File: src/rtl/mult_pkg.sv
// Shared definitions for the shift-add multiplier: FSM state encoding.
package mult_pkg;

    typedef enum logic [1:0] {
        IDLE = 2'd0,
        CALC = 2'd1,
        DONE = 2'd2
    } state_t;

endpackage

File: src/rtl/rca.sv
// Ripple-carry adder: Bits-wide sum plus carry-out, one full adder per bit.
module rca #(
    parameter int Bits = 8
) (
    input  logic [Bits-1:0] a,
    input  logic [Bits-1:0] b,
    input  logic            cin,
    output logic [Bits-1:0] sum,
    output logic            cout
);

    logic [Bits:0] carry;

    assign carry[0] = cin;

    // One full adder per bit position, carry rippling upward.
    genvar gi;
    generate
        for (gi = 0; gi < Bits; gi++) begin : g_fa
            assign sum[gi]       = a[gi] ^ b[gi] ^ carry[gi];
            assign carry[gi + 1] = (a[gi] & b[gi]) | (carry[gi] & (a[gi] ^ b[gi]));
        end
    endgenerate

    assign cout = carry[Bits];

endmodule

File: src/rtl/shift_add_mult.sv
// Sequential unsigned multiplier: one shift-add step per clock,
// Bits steps per operation, product registered on entry to DONE.
module shift_add_mult
    import mult_pkg::*;
#(
    parameter int Bits = 8
) (
    input  logic              clk,
    input  logic              rst_n,
    input  logic              start,
    input  logic [Bits-1:0]   a,
    input  logic [Bits-1:0]   b,
    output logic              busy,
    output logic              done,
    output logic [2*Bits-1:0] product
);

    localparam int CW = $clog2(Bits + 1);

    state_t            state_reg;
    logic [Bits-1:0]   mcand_reg;
    logic [Bits-1:0]   mplier_reg;
    logic [Bits-1:0]   acc_hi_reg;
    logic [CW-1:0]     count_reg;
    logic [2*Bits-1:0] product_reg;

    logic [Bits-1:0]   add_sum;
    logic              add_cout;
    logic [Bits:0]     step_sum;
    logic [Bits-1:0]   acc_hi_next;
    logic [Bits-1:0]   mplier_next;

    // The only adder on the datapath; its carry-out becomes the bit shifted
    // into the top of the accumulator.
    rca #(
        .Bits (Bits)
    ) u_rca (
        .a    (acc_hi_reg),
        .b    (mcand_reg),
        .cin  (1'b0),
        .sum  (add_sum),
        .cout (add_cout)
    );

    // Select partial sum {c,s}: add the multiplicand only when the current
    // multiplier LSB is set.
    always_comb begin
        step_sum = {1'b0, acc_hi_reg};
        if (mplier_reg[0]) begin
            step_sum = {add_cout, add_sum};
        end
    end

    // {acc_hi, mplier} <= {c, s, mplier} >> 1
    assign acc_hi_next = step_sum[Bits:1];
    assign mplier_next = {step_sum[0], mplier_reg[Bits-1:1]};

    // FSM plus datapath registers; reset clears everything immediately.
    always_ff @(posedge clk or negedge rst_n) begin
        if (!rst_n) begin
            state_reg   <= IDLE;
            mcand_reg   <= '0;
            mplier_reg  <= '0;
            acc_hi_reg  <= '0;
            count_reg   <= '0;
            product_reg <= '0;
        end else begin
            case (state_reg)
                IDLE: begin
                    if (start) begin
                        mcand_reg  <= a;
                        mplier_reg <= b;
                        acc_hi_reg <= '0;
                        count_reg  <= CW'(Bits);
                        state_reg  <= CALC;
                    end
                end
                CALC: begin
                    acc_hi_reg <= acc_hi_next;
                    mplier_reg <= mplier_next;
                    count_reg  <= count_reg - CW'(1);
                    // Last step: capture the finished product directly from
                    // the shifter so it is valid during the DONE cycle.
                    if (count_reg == CW'(1)) begin
                        product_reg <= {acc_hi_next, mplier_next};
                        state_reg   <= DONE;
                    end
                end
                DONE: begin
                    state_reg <= IDLE;
                end
                default: begin
                    state_reg <= IDLE;
                end
            endcase
        end
    end

    assign busy    = (state_reg != IDLE);
    assign done    = (state_reg == DONE);
    assign product = product_reg;

endmodule

File: config.mk
export PLATFORM = sky130hd
export DESIGN_NAME = shift_add_mult
export DESIGN_NICKNAME = d
export VERILOG_FILES = /design/src/rtl/mult_pkg.sv /design/src/rtl/rca.sv /design/src/rtl/shift_add_mult.sv
export SDC_FILE = /design/constraint.sdc
export NUM_CORES = 1
export LEC_CHECK = 0
export BUFFER_PORTS_ARGS = -buffer_cell sky130_fd_sc_hd__buf_2
export CORE_MARGIN = 10
export CORE_UTILIZATION = 55
export DETAILED_ROUTE_END_ITERATION = 6
export GPL_ROUTABILITY_DRIVEN = 0
export PLACE_DENSITY = 0.88
export SLEW_MARGIN = 30
export SYNTH_ARGS = -nofsm -noshare
export SYNTH_HDL_FRONTEND = slang
export SYNTH_SLANG_ARGS = --single-unit
File: constraint.sdc
create_clock -name clk -period 4.76 [get_ports clk]
set_input_delay 0.714 -clock clk [delete_from_list [all_inputs] [get_ports clk]]
set_output_delay 0.714 -clock clk [all_outputs]
set_load 0.01 [all_outputs]
==> flow_summary.toml, run 1 <==
[setup_path]
crit_type = "flip-flop to flip-flop"
crit_required_ns = 4.94
critPathBufInv = 2
path_common_cell = "fa_1"
worst_ep_arrival_time_ns = 4.26
start_kind = "flip-flop"
cp_slowest_stage_delay_ns = 0.40
worstPathMaxFanout = 3
critPathSlowestCell = "fa_1"
path_cells = "ha_1, inv_1, fa_1, fa_1, fa_1, fa_1, fa_1, fa_1, inv_1, fa_1, mux2_2, mux2_4"
critical_path.endpoint_type = "flip-flop"
cpLargestDelayFamily = "adder cells"

[global_route]
initial_antenna_violation_count = 0
globalRouteTotalUtil_pct = 12.83
global_route.usage.met2_pct = 21.44
groute.layer.met1.usage_pct = 14.76
pin_count_of_the_biggest_net_entering_global_routing = 35
grt_util_met3_pct = 5.078
globalRoute.busiestLayer = "met2"
grt_pass1_vias = 1611
grt_overflow = 0
grt_first_pass_wirelength_mm = 7.472

[clock_network]
cts.reportedPaths.clkPinSlew_ns = 0.08
cts_post_setup_buffers_inserted = 0
ctsLongestPathBuffers = 2
cts-buffers-inserted = 5
post_cts_resized = 0
clk_root_buffer_cell = "clkbuf_8"
clkSinkCount = 46
cts_hold_repair.buffers = 0
source_to_sink_clock_delay_at_the_later_pin_of_the_worst_skew_pair_ns = 0.30
cts_tree = "yes"
cts_max_level = 2

[die]
count_of_boundary_i_o_pins = 37
floorplan.rows = 22
initial_utilization_pct = 58.52
die_area_um2 = 6908
core_region_area_um2 = 3744
floorplan.die.height_um = 83.12
dieWidth_um = 83.12

[drt]
detailedRoute.firstIterationViolations = 107
via_per_inst = 5.292
postRouteWirelength_mm = 4.407
post-route-drc-count = 0
dr_total_vias = 1434
wire_per_inst_um = 16.26
antenna_left = 0
drt_pass_1_iters = 3

[logic_synthesis]
synth_area_um2 = 2191
post_synth_most_frequent_cells = "46 x dfrtp_1, 28 x nand2_1, 18 x inv_1, 11 x mux2_2"
synthesis.yosys.warnings = 0
synthesis.area_per_instance_um2 = 11.72
number_of_instances_in_the_synthesized_netlist = 187
yosys_reg_bits = 46
synth_top_cells_by_area = "dfrtp_1 53%, fa_1 6.4%, mux2_2 5.7%"
most_instantiated_library_cell_after_synthesis = "dfrtp_1"
synth.net_count = 216
ys_seq_area_share_pct = 52.54
ys.flop_type = "dfrtp_1"
synth_enable_flop_cells = 0
synth_largest_area_cell = "dfrtp_1"
synth_cell_types = 31
share_of_the_synthesized_area_in_the_top_cell_type_pct = 52.54
postSynth.asyncResetShare_pct = 100.0

[timing]
max_clock_freq_mhz = 245.4
tightest_slew_ns = 0.7207
slew_headroom_pct = 51.85
post-route-worst-setup-slack_ns = 0.6850
slew_violations = 0
final_hold_viol_count = 0
final.setup_skew_ns = 0.004767
period_needed_ns = 4.075
portion_of_the_clock_cycle_consumed_by_the_worst_path_in_the_final_layout_pct = 85.61
rsz0062_at_grt = "no"
timing.final.setup_violations = 0
final_layout_setup_total_negative_slack_ns = 0
worst_hold_slack_ns = 0.3825

[placement]
numPortBuffers = 36
placed_cell_area_um2 = 2392
place_worst_setup_slack_ns = 0.6699
post-dp-hpwl_mm = 3.213

[status]
status = "completed"

[min_path]
worst_min_delay_path_category = "input pin to asynchronous set/reset pin"

[power_and_ir_drop]
power.density_nw_per_um2 = 677.2
vdd_ir_drop_max_mv = 0.3724
p_leak_nw = 1.278
fin_total_pwr_mw = 1.682

[final_layout]
drive_gt1_share_pct = 30.94
final_area_um2 = 2484
antenna_cells = 0
area_growth_syn_to_layout_pct = 13.36
largest_register_ff_count = 16
fin_nets = 251

[flow_run]
cap_viol_max_count = 0
cell families after synthesis:
| family | count (synthesis) | synth area share, % |
|---|---|---|
| simple gates | 48 | 11.14 |
| flops | 46 | 52.54 |
| compound gates | 34 | 10.05 |
| buf+inv | 28 | 6.110 |
| mux | 21 | 12.05 |
| fa+ha+maj | 10 | 8.110 |
path summary, 6_finish.rpt:
path	from	to	slack, ns	depth (start not counted)
hold / removal	rst_n	mplier_reg[2]$_DFFE_PN0P_	0.38	1
setup reg to reg	acc_hi_reg[0]$_DFFE_PN0P_	product[14]$_DFFE_PN0P_	0.69	12
setup / recovery	acc_hi_reg[0]$_DFFE_PN0P_	product[14]$_DFFE_PN0P_	0.69	12
min in group clk	mplier_reg[1]$_DFFE_PN0P_	mplier_reg[1]$_DFFE_PN0P_	0.51	2
max in group asynchronous	rst_n	acc_hi_reg[7]$_DFFE_PN0P_	3.87	2
hold reg to reg	mplier_reg[1]$_DFFE_PN0P_	mplier_reg[1]$_DFFE_PN0P_	0.51	2
layout make-up:
cell class | count | area, um2
fillers | 312 | 1260
flip-flops and latches | 46 | 1151
multi-input cells | 113 | 905.9
repair buffers | 38 | 207.7
clock buffers | 7 | 86.33
inverters | 18 | 67.56
well taps | 48 | 60.06
clock inverters | 1 | 5.005
power breakdown:
| part | internal (mW) | switching [mW] | total (mW) |
|---|---|---|---|
| clock | 0.117 | 0.123 | 0.240 |
| sequential | 0.572 | 0.127 | 0.698 |
| combinational | 0.351 | 0.392 | 0.743 |
| total | 1.04 | 0.642 | 1.68 |
routing by layer:
metal	part of all wire, %	vias up
met3	5.2	4
met4	0.86	0
met1	44	711
met5	0	-
li1	-	691
met2	50	28
worst register-to-register path, stage by stage (launching register included):
cell	delay [ns]
dfrtp_1	0.38
ha_1	0.15
inv_1	0.05
fa_1	0.39
fa_1	0.40
fa_1	0.40
fa_1	0.39
fa_1	0.39
fa_1	0.37
inv_1	0.08
fa_1	0.40
mux2_2	0.29
mux2_4	0.27
cells in the final DEF, fill, tap and decap left out, types with 2 or more instances in the layout:
cell       n
buf_2     36
o21bai_1   2
a21o_1     5
nor2_1     5
mux2_4     8
ha_1       3
a21oi_1    5
o22ai_1    2
dfrtp_1   46
clkbuf_8   6
nand3b_1   2
fa_1       7
a22oi_1    8
mux2i_1    2
o21ai_0    8
nor3_1     6
inv_1     18
mux2_2    11
nand2_1   28
stage by stage:
stage | util [%] | instances
detailed placement | 63.90 | 263
finish | 66.34 | 271
floorplan | - | 187
global route | 66.34 | 271
CTS | 66.34 | 271
global placement | 63.37 | 262
Note: power is estimated with default switching activity, not from simulation.
==> inputs of run 2 (changes only) <==
Settings changed: SYNTH_HIERARCHICAL set to 1.
==> flow_summary.toml, run 2 <==
[global_route]
globalRoute.busiestLayer = "met2"
grt_first_pass_wirelength_mm = 7.196
globalRouteTotalUtil_pct = 12.44
grt_overflow = 0
initial_antenna_violation_count = 0
grt_util_met3_pct = 5.762
groute.layer.met1.usage_pct = 15.36
global_route.usage.met2_pct = 19.13
grt_pass1_vias = 1511
pin_count_of_the_biggest_net_entering_global_routing = 47

[logic_synthesis]
synth.net_count = 208
ys.flop_type = "dfrtp_1"
synthesis.yosys.warnings = 6
postSynth.asyncResetShare_pct = 100.0
most_instantiated_library_cell_after_synthesis = "dfrtp_1"
number_of_instances_in_the_synthesized_netlist = 179
synth_cell_types = 28
ys_seq_area_share_pct = 53.03
synth_top_cells_by_area = "dfrtp_1 53%, mux2_2 7.8%, fa_1 7.4%"
post_synth_most_frequent_cells = "46 x dfrtp_1, 30 x nand2_1, 15 x mux2_2, 14 x inv_1"
yosys_reg_bits = 46
synth_enable_flop_cells = 0
synthesis.area_per_instance_um2 = 12.13
synth_area_um2 = 2171
share_of_the_synthesized_area_in_the_top_cell_type_pct = 53.03
synth_largest_area_cell = "dfrtp_1"

[drt]
drt_pass_1_iters = 4
post-route-drc-count = 0
postRouteWirelength_mm = 4.149
antenna_left = 0
detailedRoute.firstIterationViolations = 61
dr_total_vias = 1379
wire_per_inst_um = 15.78
via_per_inst = 5.243

[final_layout]
layout.cells.most_common_list = "46 x dfrtp_1, 35 x buf_2, 30 x nand2_1, 15 x mux2_2, 14 x inv_1"
area_growth_syn_to_layout_pct = 14.70
fin_nets = 243
final_common_cell = "dfrtp_1"
largest_register_ff_count = 16
final_area_um2 = 2490
drive_gt1_share_pct = 33.49
antenna_cells = 0
final-instance-count-excl-fill = 263

[timing]
portion_of_the_clock_cycle_consumed_by_the_worst_path_in_the_final_layout_pct = 83.22
rsz0062_at_grt = "no"
timing.final.setup_violations = 0
max_clock_freq_mhz = 252.4
slew_violations = 0
tightest_slew_ns = 0.7853
slew_headroom_pct = 47.64
period_needed_ns = 3.961
final.setup_skew_ns = 0.006484
final_hold_viol_count = 0
final_layout_setup_total_negative_slack_ns = 0

[clock_network]
cts_hold_repair.buffers = 0
cts_max_level = 2
cts_tree = "yes"
cts.reportedPaths.clkPinSlew_ns = 0.08
source_to_sink_clock_delay_at_the_later_pin_of_the_worst_skew_pair_ns = 0.30
ctsLongestPathBuffers = 2
clk_root_buffer_cell = "clkbuf_8"
cts-buffers-inserted = 5
cts_post_setup_buffers_inserted = 0
post_cts_resized = 0
clkSinkCount = 46

[flow_run]
cap_viol_max_count = 0

[setup_path]
worstPathMaxFanout = 3
worst_ep_arrival_time_ns = 4.18
crit_required_ns = 4.98
crit_type = "flip-flop to flip-flop"
start_kind = "flip-flop"
critical_path.endpoint_type = "flip-flop"

[die]
dieWidth_um = 82.83
die_area_um2 = 6860
count_of_boundary_i_o_pins = 37
initial_utilization_pct = 57.99
floorplan.rows = 22
floorplan.die.height_um = 82.83
core_region_area_um2 = 3744

[power_and_ir_drop]
clock_power_share_pct = 16.0
p_leak_nw = 1.244
power_switching_share_pct = 37.42
p_int_mw = 1.074
comb_power_share_pct = 42.0
vdd_ir_drop_max_mv = 0.3847
power_switching_uw = 642.0
share_seq_of_total_power_pct = 42.0
power.density_nw_per_um2 = 689.0

[placement]
post-dp-hpwl_mm = 2.860
placed_cells_incl_taps = 255
numPortBuffers = 36
placed_cell_area_um2 = 2380

[status]
status = "completed"

[min_path]
worst_min_delay_path_category = "input pin to asynchronous set/reset pin"
-- run 2: cell count changes in the layout (fill, tap and decap cells not counted), moves of 2 or more --
| cell | previous run | this run |
|---|---|---|
| o22ai_1 | 2 | 6 |
| mux2_2 | 11 | 15 |
| mux2i_1 | 2 | 5 |
| inv_1 | 18 | 14 |
| a21o_1 | 5 | 0 |
| clkbuf_8 | 6 | 8 |
| o21ai_0 | 8 | 5 |
| a31oi_1 | 1 | 5 |
| nor2_1 | 5 | 0 |
| nor3_1 | 6 | 1 |
| nand2_1 | 28 | 30 |
-- run 2: metrics by stage --
step	power, mW	worst slack (ns)	utilization (%)	hold WS, ns
floorplan	1.249	1.021	-	0.4184
global placement	1.413	0.9353	63.50	0.4824
detailed placement	1.457	0.7974	63.57	0.4904
CTS	1.735	0.7692	66.51	0.4201
global route	1.871	0.5722	66.51	0.4278
finish	1.716	0.7985	66.51	0.4056
-- run 2: worst max-delay path, stage by stage, from the launching register on --
cell,delay (ns)
dfrtp_1,0.41
fa_1,0.44
inv_1,0.08
fa_1,0.16
inv_1,0.05
fa_1,0.38
fa_1,0.39
fa_1,0.38
fa_1,0.41
fa_1,0.37
inv_1,0.07
fa_1,0.40
inv_1,0.07
mux2i_1,0.08
a31oi_1,0.20
-- run 2: worst paths after layout --
path / startpoint / endpoint / slack, ns / depth (start not counted)
min in group clk: mplier_reg[3]$_DFFE_PN0P_ / mplier_reg[3]$_DFFE_PN0P_ / 0.51 / 2
min: rst_n / product[7]$_DFFE_PN0P_ / 0.41 / 1
max: acc_hi_reg[0]$_DFFE_PN0P_ / product[14]$_DFFE_PN0P_ / 0.80 / 14
max in group asynchronous: rst_n / acc_hi_reg[2]$_DFFE_PN0P_ / 3.97 / 1
min reg2reg: mplier_reg[3]$_DFFE_PN0P_ / mplier_reg[3]$_DFFE_PN0P_ / 0.51 / 2
max reg2reg: acc_hi_reg[0]$_DFFE_PN0P_ / product[14]$_DFFE_PN0P_ / 0.80 / 14
-- run 2: cell families after synthesis --
logic type	after synthesis	share of synthesized area, %
AOI/OAI and AO/OA	31	9.049
other	1	0.1727
adders and majority gates	10	8.530
DFF	46	53.03
buffers and inverters	23	4.553
muxes	28	15.62
and+or+nand+nor	40	9.050
-- run 2: routing by layer --
metal  vias up  wire [um]  part of all wire [%]
met3         4        276                   6.7
met1       672       1911                    46
met5         -          0                     0
li1        670          -                     -
met2        33       1926                    46
met4         0         34                  0.82
-- run 2: power by group through the flow --
| stage | registers [mW] | logic (mW) | clock network, mW |
|---|---|---|---|
| after floorplan | 0.716 | 0.533 | 0 |
| after global placement | 0.718 | 0.695 | 0 |
| after detailed placement | 0.728 | 0.728 | 0 |
| after CTS | 0.722 | 0.733 | 0.280 |
| after global routing | 0.750 | 0.822 | 0.299 |
| final | 0.720 | 0.721 | 0.274 |
-- run 2: area by class of cell --
class                      instances  area (um2)
fill                             295        1254
sequential                        46        1151
multi-input combinational        110       925.9
timing repair buffer              37       190.2
clock buffer                       8       110.1
tap                               48       60.06
inverter                          14       52.55
